--- src/rtl/divide_sequencer_pkg.sv ---
// Shared types and constants for the register-file divide sequencer.
package divide_sequencer_pkg;
  localparam int BITS_DEFAULT = 32;
  localparam int ADDR_W       = 5;

  typedef enum logic [2:0] {
    IDLE,
    READ,
    DIV,
    WR_Q,
    WR_R,
    DONE
  } state_t;
endpackage

--- src/rtl/divide_core.sv ---
// Unsigned restoring divider: one quotient bit per step, MSB first.
module divide_core #(
  parameter int BITS  = 32,
  parameter int CNT_W = 6
) (
  input  logic            clk,
  input  logic            rst,
  input  logic            load,
  input  logic            step,
  input  logic [BITS-1:0] dividend,
  input  logic [BITS-1:0] divisor,
  output logic [BITS-1:0] quotient,
  output logic [BITS-1:0] remainder,
  output logic            last
);
  localparam int RW = BITS + 1;

  logic [BITS:0]   rem;
  logic [BITS-1:0] quo;
  logic [BITS-1:0] dsr;
  logic [CNT_W-1:0] cnt;
  logic [BITS+1:0] trial;
  logic            ge;

  // quo doubles as the dividend shift register; its MSB feeds the trial value
  assign trial = {rem, quo[BITS-1]};
  assign ge    = trial >= {2'b00, dsr};

  always_ff @(posedge clk or posedge rst) begin
    if (rst) begin
      rem <= '0;
      quo <= '0;
      dsr <= '0;
      cnt <= '0;
    end else if (load) begin
      dsr <= divisor;
      cnt <= CNT_W'(BITS);
      if (divisor == '0) begin
        quo <= '1;
        rem <= {1'b0, dividend};
      end else begin
        quo <= dividend;
        rem <= '0;
      end
    end else if (step) begin
      rem <= ge ? RW'(trial - {2'b00, dsr}) : RW'(trial);
      quo <= {quo[BITS-2:0], ge};
      cnt <= cnt - CNT_W'(1);
    end
  end

  assign quotient  = quo;
  assign remainder = rem[BITS-1:0];
  assign last      = cnt == CNT_W'(1);
endmodule

--- src/rtl/divide_sequencer.sv ---
// Reads two registers, divides them, writes quotient then remainder back.
module divide_sequencer
  import divide_sequencer_pkg::*;
#(
  parameter int BITS  = BITS_DEFAULT,
  parameter int CNT_W = 6
) (
  input  logic              clk,
  input  logic              rst,
  input  logic              start,
  input  logic [ADDR_W-1:0] SrcA,
  input  logic [ADDR_W-1:0] SrcB,
  input  logic [ADDR_W-1:0] DestQ,
  input  logic [ADDR_W-1:0] DestR,
  output logic [ADDR_W-1:0] AddrA,
  output logic [ADDR_W-1:0] AddrB,
  input  logic [BITS-1:0]   DataA,
  input  logic [BITS-1:0]   DataB,
  output logic              Write,
  output logic [ADDR_W-1:0] DestAddr,
  output logic [BITS-1:0]   DestData,
  output logic              busy,
  output logic              done,
  output logic              divz
);
  state_t state, next;
  logic [ADDR_W-1:0] src_a, src_b, dest_q, dest_r;
  logic divz_q, load, step, last;
  logic [BITS-1:0] quotient, remainder;

  divide_core #(.BITS(BITS), .CNT_W(CNT_W)) u_core (
    .clk      (clk),
    .rst      (rst),
    .load     (load),
    .step     (step),
    .dividend (DataA),
    .divisor  (DataB),
    .quotient (quotient),
    .remainder(remainder),
    .last     (last)
  );

  always_ff @(posedge clk or posedge rst) begin
    if (rst) begin
      state  <= IDLE;
      src_a  <= '0;
      src_b  <= '0;
      dest_q <= '0;
      dest_r <= '0;
      divz_q <= 1'b0;
    end else begin
      state <= next;
      if (state == IDLE && start) begin
        src_a  <= SrcA;
        src_b  <= SrcB;
        dest_q <= DestQ;
        dest_r <= DestR;
      end
      if (state == READ) divz_q <= DataB == '0;
    end
  end

  always_comb begin
    next     = state;
    load     = 1'b0;
    step     = 1'b0;
    Write    = 1'b0;
    DestAddr = '0;
    DestData = '0;
    case (state)
      IDLE: if (start) next = READ;
      READ: begin
        load = 1'b1;
        next = (DataB == '0) ? WR_Q : DIV;
      end
      DIV: begin
        step = 1'b1;
        if (last) next = WR_Q;
      end
      WR_Q: begin
        Write    = 1'b1;
        DestAddr = dest_q;
        DestData = quotient;
        next     = WR_R;
      end
      WR_R: begin
        Write    = 1'b1;
        DestAddr = dest_r;
        DestData = remainder;
        next     = DONE;
      end
      DONE:    next = IDLE;
      default: next = IDLE;
    endcase
  end

  // Operands are sampled in READ, so read ports can follow the latched sources
  assign AddrA = src_a;
  assign AddrB = src_b;
  assign busy  = state != IDLE;
  assign done  = state == DONE;
  assign divz  = done & divz_q;
endmodule
--- config.mk ---
export PLATFORM = sky130hd
export DESIGN_NAME = divide_sequencer
export DESIGN_NICKNAME = d
export VERILOG_FILES = /design/src/rtl/divide_sequencer_pkg.sv /design/src/rtl/divide_core.sv /design/src/rtl/divide_sequencer.sv
export SDC_FILE = /design/constraint.sdc
export NUM_CORES = 1
export LEC_CHECK = 0
export BUFFER_PORTS_ARGS = -buffer_cell sky130_fd_sc_hd__buf_2
export CORE_MARGIN = 3
export CORE_UTILIZATION = 30
export CTS_CLUSTER_SIZE = 20
export DETAILED_ROUTE_END_ITERATION = 7
export PLACE_DENSITY = 0.55
export SLEW_MARGIN = 20
export SYNTH_ARGS = -nofsm -noshare
export SYNTH_HDL_FRONTEND = slang
export SYNTH_SLANG_ARGS = --single-unit
--- constraint.sdc ---
create_clock -name clk -period 7.31 [get_ports clk]
set_input_delay 0.3655 -clock clk [delete_from_list [all_inputs] [get_ports clk]]
set_output_delay 0.3655 -clock clk [all_outputs]
set_load 0.03 [all_outputs]
* Yosys cells after proc, flatten, opt, wreduce, memory -nomap -nowiden
Index checks and enable logic that the tools add are counted.
** Storage, ports and cells
- Register bits :: 127
- Input port bits :: 87
- Output and inout port bits :: 51
- Logic and storage cells :: 47
** Operators by class
- Add/subtract/negate cells :: 2
- Order comparisons :: 1
- Eq/ne operators :: 8
- Mux-type cells :: 18
- Bitwise logic cells :: 1
- Reductions and logical operators :: 7
** Operator list (count)
- 2-to-1 mux 32 bit :: 4
- 2-to-1 mux 33 bit :: 3
- one-hot mux 32 bit (2 select lines) :: 1
- >= comparator 34 x 32 -> 1 bit :: 1
- subtractor 33 x 32 -> 33 bit :: 1
- logical NOT 32 bit :: 1
- one-hot mux 3 bit (5 select lines) :: 1
- 2-to-1 mux 6 bit :: 2
- one-hot mux 5 bit (2 select lines) :: 1
- == test 3 x 2 -> 1 bit (second input constant) :: 2
- == test 3 bit (second input constant) :: 2
- == test 6 x 1 -> 1 bit (second input constant) :: 1
- 2-to-1 mux 3 bit :: 2
- subtractor 6 x 1 -> 6 bit (second input constant) :: 1
- 2-to-1 mux 1 bit :: 4
- inequality test 2 bit (second input constant) :: 2
- == test 3 x 1 -> 1 bit (second input constant) :: 1
- logical NOT 3 bit :: 1
- nonzero test 3 bit :: 1
- AND reduction 2 bit :: 1
- nonzero test 2 bit :: 1
- OR reduction 2 bit :: 1
- AND 1 bit :: 1
- logical AND 1 bit :: 1

* Depth between registers and ports, before layout
Gate-level depths: netlist of the first run.
- Depth after elaboration :: 4
- Depth in mapped cells :: 14
- Mapped depth without buffers :: 12

* By module
Synthesis of the first run repeated with hierarchy kept, for this count alone.
** Unflattened totals
- Cells, all modules :: 955
- Area total of the unflattened synthesis :: 8549.4 sq um
** Modules (own cells, without submodules)
- divide_core :: instances 1, cells each 830, area each 7044.3 sq um
- divide_sequencer :: instances 1, cells each 125, area each 1505.2 sq um

* Worst setup path after synthesis of the first run
OpenSTA, ideal clock, no wires.
- Kind :: register -> register
- Start point :: register u_core.rem[20]
- End point :: register u_core.rem[0]
- Arrival time :: 2712 ps
- Path slack :: 4472 ps
- Stages on the path, launching flop included :: 12
- Path buffers :: 2
- Cell sequence :: dfrtp_1 > ha_1 > buf_2 > a21o_1 > a221o_1 > a21oi_2 > o41ai_4 > a211oi_4 > and2_1 > buf_6 > o21ai_1 > a221o_1
** Between the ends
- Longest elaborated chain between the ends :: 4
** RTL lines
- start: declaration :: line divide_core.sv:18 : logic [BITS:0] rem;
- start signal: assignment :: line divide_core.sv:40 : rem <= {1'b0, dividend};
- start signal: assignment :: line divide_core.sv:46 : rem <= ge ? RW'(trial - {2'b00, dsr}) : RW'(trial);
- >= comparator 34 x 32 -> 1 bit :: line divide_core.sv:27 : assign ge = trial >= {2'b00, dsr};
- 2-to-1 mux 33 bit :: line divide_core.sv:46
- 2-to-1 mux 33 bit :: line divide_core.sv:45 : end else if (step) begin
- 2-to-1 mux 33 bit :: line divide_core.sv:35 : end else if (load) begin
No other way between the ends. The select of a mux whose other input is x is not followed.
A chain may end at the register's enable or synchronous reset.

* Worst setup path after layout of the first run
- Start point :: register u_core.quo[31] (netlist: u_core.quotient[31])
- End point :: register u_core.rem[0]
** Between the ends
- Longest elaborated chain between the ends :: 4
- Elaborated cells on any way between the ends :: 5
** RTL lines
- start: declaration :: line divide_core.sv:19 : logic [BITS-1:0] quo;
- start signal: assignment :: line divide_core.sv:42 : quo <= dividend;
- start signal: assignment :: line divide_core.sv:47 : quo <= {quo[BITS-2:0], ge};
- subtractor 33 x 32 -> 33 bit / >= comparator 34 x 32 -> 1 bit (equally long branches) :: line divide_core.sv:46, divide_core.sv:27
- 2-to-1 mux 33 bit * :: line divide_core.sv:46
- 2-to-1 mux 33 bit * :: line divide_core.sv:45
- 2-to-1 mux 33 bit * :: line divide_core.sv:35
Mark *: on every way between the ends. The rest lies on a longest branch, timed or not. The select of a mux whose other input is x is not followed.

==> reports/metrics.yaml, run 1 <==
setup_path:
  cp_max_fo: 18
  cp_data_arrival_time_ps: 4030
  required_ps: 7620
  slowest_stage: "and2_1"
  r2r-start: "u_core.quotient[31]$_DFFE_PP0P_"
  path_cells: "inv_1, ha_1, inv_1, fa_1, a211oi_1, o21ai_1, o211ai_1, a21oi_1, o211ai_2, and2_1, o21ai_1, a221o_1"
  worstSetupPathType: "register to register"
  crit_path_end_kind: "register"
  start_kind: "register"
  max_stage_delay_ps: 770
  cp-startpoint: "u_core.quotient[31]$_DFFE_PP0P_"
synthesis:
  synth-edff-count: 0
  yosysWarnings: 0
  ys_seq_area_share_pct: 40.2
  synth_nets: 1014
  synth.distinct_cells: 70
  synth.area.top_cells: "dfrtp_1, nand2_1, ha_1, a22o_1, o21ai_0"
  ys.flop_type: "dfrtp_1"
  synthDominantCellAreaShare_pct: 40.2
  synth_seq_cells: 127
  avgSynthCellArea_sq_um: 8.86
  ys_async_sr_fraction_pct: 100
  syn_area_sq_um: 7900
  synth_top_cell_by_area: "dfrtp_1"
  synthCells: 892
routing:
  drtAntennaViolNets: 0
  num_vias: 7359
  totalWireLength_mm: 26.9
  wl_per_cell_um: 20.1
  drt_iter0_drc: 577
  dr.pass1.iters: 6
  drc: 0
  viasPerCell: 5.50
cts:
  cts_resized: 0
  postCtsSetupRepairBufs: 0
  clock_path_buffers: 2
  cts_max_level: 4
  cts_made_buffers: 17
  cts_tree: "built"
  clock-sinks: 127
  clk_pin_slew_ps: 60
  cts_root_buf: "clkbuf_16"
  hold_buffers: 0
  clock_latency_ps: 430
global_routing:
  grt_pass1_vias: 7272
  grt_overflow: 0
  antenna_found_initial: 0
  grt_use_total_pct: 19.0
  grt_max_degree: 67
  grt_pass1_wl_mm: 42.5
cells_and_area:
  finish.utilization_pct: 36.9
  antenna_cells: 0
  final_cell_count_no_fill: 1338
  nets: 1117
  drive_gt1_share_pct: 21.4
  area_growth_pct: 19.3
placement:
  port_buffers: 137
  place_hpwl_mm: 19.2
  gp_congestion: 0.895
  dp_cells: 1306
sta:
  final_max_slew_viol_count: 0
  setup_tns_ps: 0
  fmax_mhz: 269
  hold_viol: 0
  worst_slew_pin_slew_ps: 1050
  skew_ps: 7.77
  setup_violations: 0
  period_share_pct: 50.8
  period_minus_slack_ps: 3710
  relSlewSlack_pct: 29.8
  rsz0062_at_grt: "no"
power_and_ir_drop:
  power_per_cell_area_nw_per_um2: 596
  peakVddDrop_mv: 0.270
  leakagePower_nw: 4.44
  power_mw: 5.62
die:
  start_util_pct: 30.9
  io-pin-count: 138
  die_x_um: 168
  num_rows: 58
  fp.coreArea_sq_um: 25500
  die-area_sq_um: 28300
  die_h_um: 168
flow_run:
  maxCapViolCount: 0
min_path:
  hp-class: "input port to asynchronous set/reset pin"
status:
  status: "finished, final reports clean"
-- cell type report --
cell class	count	area (sq um)
inverter	42	160
tap	330	413
multi-input combinational	662	4320
sequential	127	3180
clock inverter	9	106
timing repair buffer	145	746
fill	2641	16100
clock buffer	23	498
-- critical path, delay by kind of cell (launching register included) --
kind	cells	cell delay, ps
flops	1	410
buf+inv	2	120
fa+ha+maj	2	560
simple gates	1	770
compound gates	7	1720
-- synthesized netlist by cell type (3+ instances only) --
library cell / instances
or2_2: 3
nor2_1: 54
o21bai_1: 4
a21o_1: 22
a31oi_1: 31
o21a_1: 7
nor2b_1: 3
a22o_1: 44
a21boi_0: 3
o22ai_1: 16
nand2b_1: 6
a21oi_1: 36
o2111ai_1: 3
nor4_1: 11
dfrtp_1: 127
a211oi_1: 9
and4_1: 4
o21ai_0: 67
o21ai_1: 13
clkbuf_1: 50
o211ai_1: 3
mux2i_1: 13
mux2_2: 20
buf_2: 6
and3_1: 6
nand3_1: 15
ha_1: 34
nand4_1: 8
xor2_1: 10
nand2_1: 115
nor3b_1: 3
xnor2_1: 14
or3_1: 3
nor3_1: 23
a22oi_1: 14
o31ai_1: 3
and2_1: 7
inv_1: 42
-- path summary, 6_finish.rpt --
kind / endpoint / slack (ps) / depth (start not counted)
hold reg to reg: u_core.dsr[0]$_DFFE_PP0P_ / 490 / 2
hold / removal: dest_q[4]$_DFFE_PP0P_ / 90 / 2
min in group clk: dest_r[3]$_DFFE_PP0P_ / 160 / 2
max in group asynchronous: u_core.dsr[27]$_DFFE_PP0P_ / 5880 / 3
setup reg to reg: u_core.rem[0]$_DFFE_PP0P_ / 3600 / 12
setup / recovery: u_core.rem[0]$_DFFE_PP0P_ / 3600 / 12
-- cells by family after synthesis --
kind of cell    Yosys count  share of synthesized area (%)
simple gates            274                           16.4
mux                      33                           4.50
compound gates          296                           25.3
buf+inv                 103                           5.23
flops                   127                           40.2
fa+ha+maj                35                           5.64
xor+xnor                 24                           2.66
-- per-stage QoR --
step	instance area, sq um	setup WS, ps	hold slack (ps)
final	9420	3600	88.9
after global routing	9420	3300	154
after CTS	9420	3610	135
after detailed placement	8820	3620	476
after global placement	8820	3770	457
after floorplan	7900	3560	441
-- power breakdown --
group	internal, mW	total (mW)	leakage [nW]	switching (mW)
registers	1.06	1.33	1.53	0.273
logic	1.28	3.41	2.61	2.14
clock network	0.546	0.882	0.291	0.336
total	2.88	5.62	4.44	2.74
-- routing by layer --
layer | up-vias | share of wire (%) | routed length [um] | track usage (%)
li1 | 3471 | - | - | -
met1 | 3567 | 49 | 13300 | 28.7
met2 | 288 | 41 | 11200 | 26.9
met3 | 33 | 7.2 | 1940 | 4.84
met4 | 0 | 1.9 | 506 | 5.12
met5 | - | 0 | 0 | 0
-- flip-flops by register name (all words and copies together), names as in the netlist --
name and cells:
u_core.cnt 6, u_core.rem 33, divz_q 1, state 3, u_core.quotient 32, u_core.dsr 32, AddrA 5, dest_r 5
AddrB 5, dest_q 5
-- cell usage in the layout (no fill, tap or decap), types with 11 or more instances in the layout --
cell type / instances
o21ai_0: 67
o21ai_1: 13
ha_1: 34
nor2_1: 52
a22o_1: 44
nand3_1: 15
a31oi_1: 31
xnor2_1: 14
buf_2: 137
clkbuf_16: 17
nand2_1: 115
o22ai_1: 16
a21oi_1: 36
mux2_2: 20
inv_1: 41
a22oi_1: 14
a21o_1: 22
mux2i_1: 13
dfrtp_1: 127
nor3_1: 23
nor4_1: 11
Power figures use the tool's default switching activity.
==> run 2, diff against run 1 <==
==> constraint.sdc (replaced) <==
create_clock -name clk -period 3.5 [get_ports clk]
set_input_delay 0.175 -clock clk [delete_from_list [all_inputs] [get_ports clk]]
set_output_delay 0.175 -clock clk [all_outputs]
set_load 0.03 [all_outputs]
==> run 2 against run 1 <==
Net effect:
- flip-flop and latch count is the same
- design area rose by 6.1%
- core utilization increased by 2.3 points
- critical endpoint is now u_core.rem[16]$_DFFE_PP0P_
- wire length up 0.15%
- highest routed layer unchanged
- global-route usage increased by 0.095 points
- first-iteration DRC count fell by 6.1%
- worst hold slack worse by 83 ps
- power grew 110%
- final cell count grew 4.5%
==> reports/metrics.yaml, run 2 (synthesis results as in run 1) <==
setup_path:
  worstSetupPathType: "register to register"
  crit_path_end_kind: "register"
  required_ps: 3840
  start_kind: "register"
  cp_data_arrival_time_ps: 3580
  cp_max_fo: 11
power_and_ir_drop:
  leakagePower_nw: 4.70
  power_per_cell_area_nw_per_um2: 1190
  peakVddDrop_mv: 0.548
global_routing:
  grt_overflow: 0
  grt_use_total_pct: 19.1
  antenna_found_initial: 0
  grt_pass1_wl_mm: 42.9
  grt_pass1_vias: 7442
  grt_max_degree: 128
cells_and_area:
  finish.utilization_pct: 39.2
  largest_reg_flops: 33
  antenna_cells: 0
  nets: 1178
  largest_register: "u_core.rem"
  layout_common_cells: "buf_2, dfrtp_1, nand2_1, o21ai_0, nor2_1"
  area_growth_pct: 26.6
  drive_gt1_share_pct: 21.6
  final_common_cell: "buf_2"
routing:
  totalWireLength_mm: 27.0
  wl_per_cell_um: 19.3
  dr.pass1.iters: 5
  num_vias: 7473
  drc: 0
  drtAntennaViolNets: 0
  viasPerCell: 5.35
  drt_iter0_drc: 542
die:
  die-area_sq_um: 28300
  num_rows: 58
  fp.coreArea_sq_um: 25500
  io-pin-count: 138
  start_util_pct: 30.9
  die_h_um: 168
  die_x_um: 168
min_path:
  hp-class: "input port to register"
cts:
  cts_tree: "built"
  clock_latency_ps: 440
  cts_root_buf: "clkbuf_16"
  clk_pin_slew_ps: 70
  cts_made_buffers: 17
  clock-sinks: 127
  clock_path_buffers: 2
  cts_max_level: 4
sta:
  final_max_slew_viol_count: 0
  skew_ps: 22.8
  hold_viol: 0
  worst_slew_pin_slew_ps: 698
  rsz0062_at_grt: "no"
  period_share_pct: 92.6
  relSlewSlack_pct: 53.5
  setup_tns_ps: 0
  setup_violations: 0
  fmax_mhz: 309
  period_minus_slack_ps: 3240
placement:
  port_buffers: 137
  place_hpwl_mm: 19.7
  gp_congestion: 0.932
flow_run:
  maxCapViolCount: 0
status:
  status: "finished, final reports clean"
## run 2: changes by cell type in the layout (fill, tap and decap cells not counted), sizes merged
cell / delta
clkinvlp: +1
buf: +17
dlygate4sd3: +44
clkbuf: -4
clkinv: +1
bufinv: +1
## run 2: path summary, 6_finish.rpt
path,end,depth (start not counted),from,slack [ps]
min,u_core.quotient[29]$_DFFE_PP0P_,3,DataA[29],6
min in group asynchronous,u_core.dsr[3]$_DFFE_PP0P_,4,rst,500
min reg2reg,u_core.dsr[0]$_DFFE_PP0P_,2,u_core.dsr[0]$_DFFE_PP0P_,490
max reg2reg,u_core.rem[16]$_DFFE_PP0P_,10,u_core.rem[22]$_DFFE_PP0P_,260
max in group asynchronous,u_core.quotient[15]$_DFFE_PP0P_,4,rst,2490
max,u_core.rem[16]$_DFFE_PP0P_,10,u_core.rem[22]$_DFFE_PP0P_,260
## run 2: where the power goes
group          internal (mW)  total (mW)  switching, mW  leakage, nW
Clock                   1.14        1.85          0.710        0.286
Combinational           2.81        7.29           4.48         2.88
Sequential              2.20        2.79          0.590         1.53
## run 2: area by class of cell
type	count	area [sq um]
clock buffer	19	443
clock inverter	12	161
fill	2623	15500
inverter	42	161
multi-input combinational	662	4320
sequential	127	3180
tap	330	413
timing repair buffer	206	1330
## run 2: layer usage
layer  vias up  GRT usage [%]  share of wire (%)
met5         -              0                  0
met4         0           3.98               0.72
li1       3595              -                  -
met2       268           28.1                 43
met3        16           4.77                7.1
met1      3594           28.5                 49
## run 2: repair_timing
action,in CTS,in global routing
endpoints found under the hold margin,49,0
setup buffers,0,0
resized for setup,0,0
hold buffers,44,0
## run 2: metrics by stage
step                instances  total power, mW  hold WS, ps  area (sq um)  setup WS, ps
floorplan                 892             7.98          280          7900           662
CTS                      1398             11.9        0.264         10000           277
global placement         1323             9.99          402          8960           415
global route             1398             12.9         10.2         10000          27.0
finish                   1398             11.9         5.56         10000           259
detailed placement       1323             9.97          411          8960           326
## run 2: critical path, cell delays in order (launching register included)
cell	delay, ps
dfrtp_1	430
ha_1	400
a21o_1	220
a221o_1	360
a21oi_2	270
o41ai_4	150
a211oi_4	460
nand2_2	230
buf_4	270
mux2i_1	130
a211oi_1	220
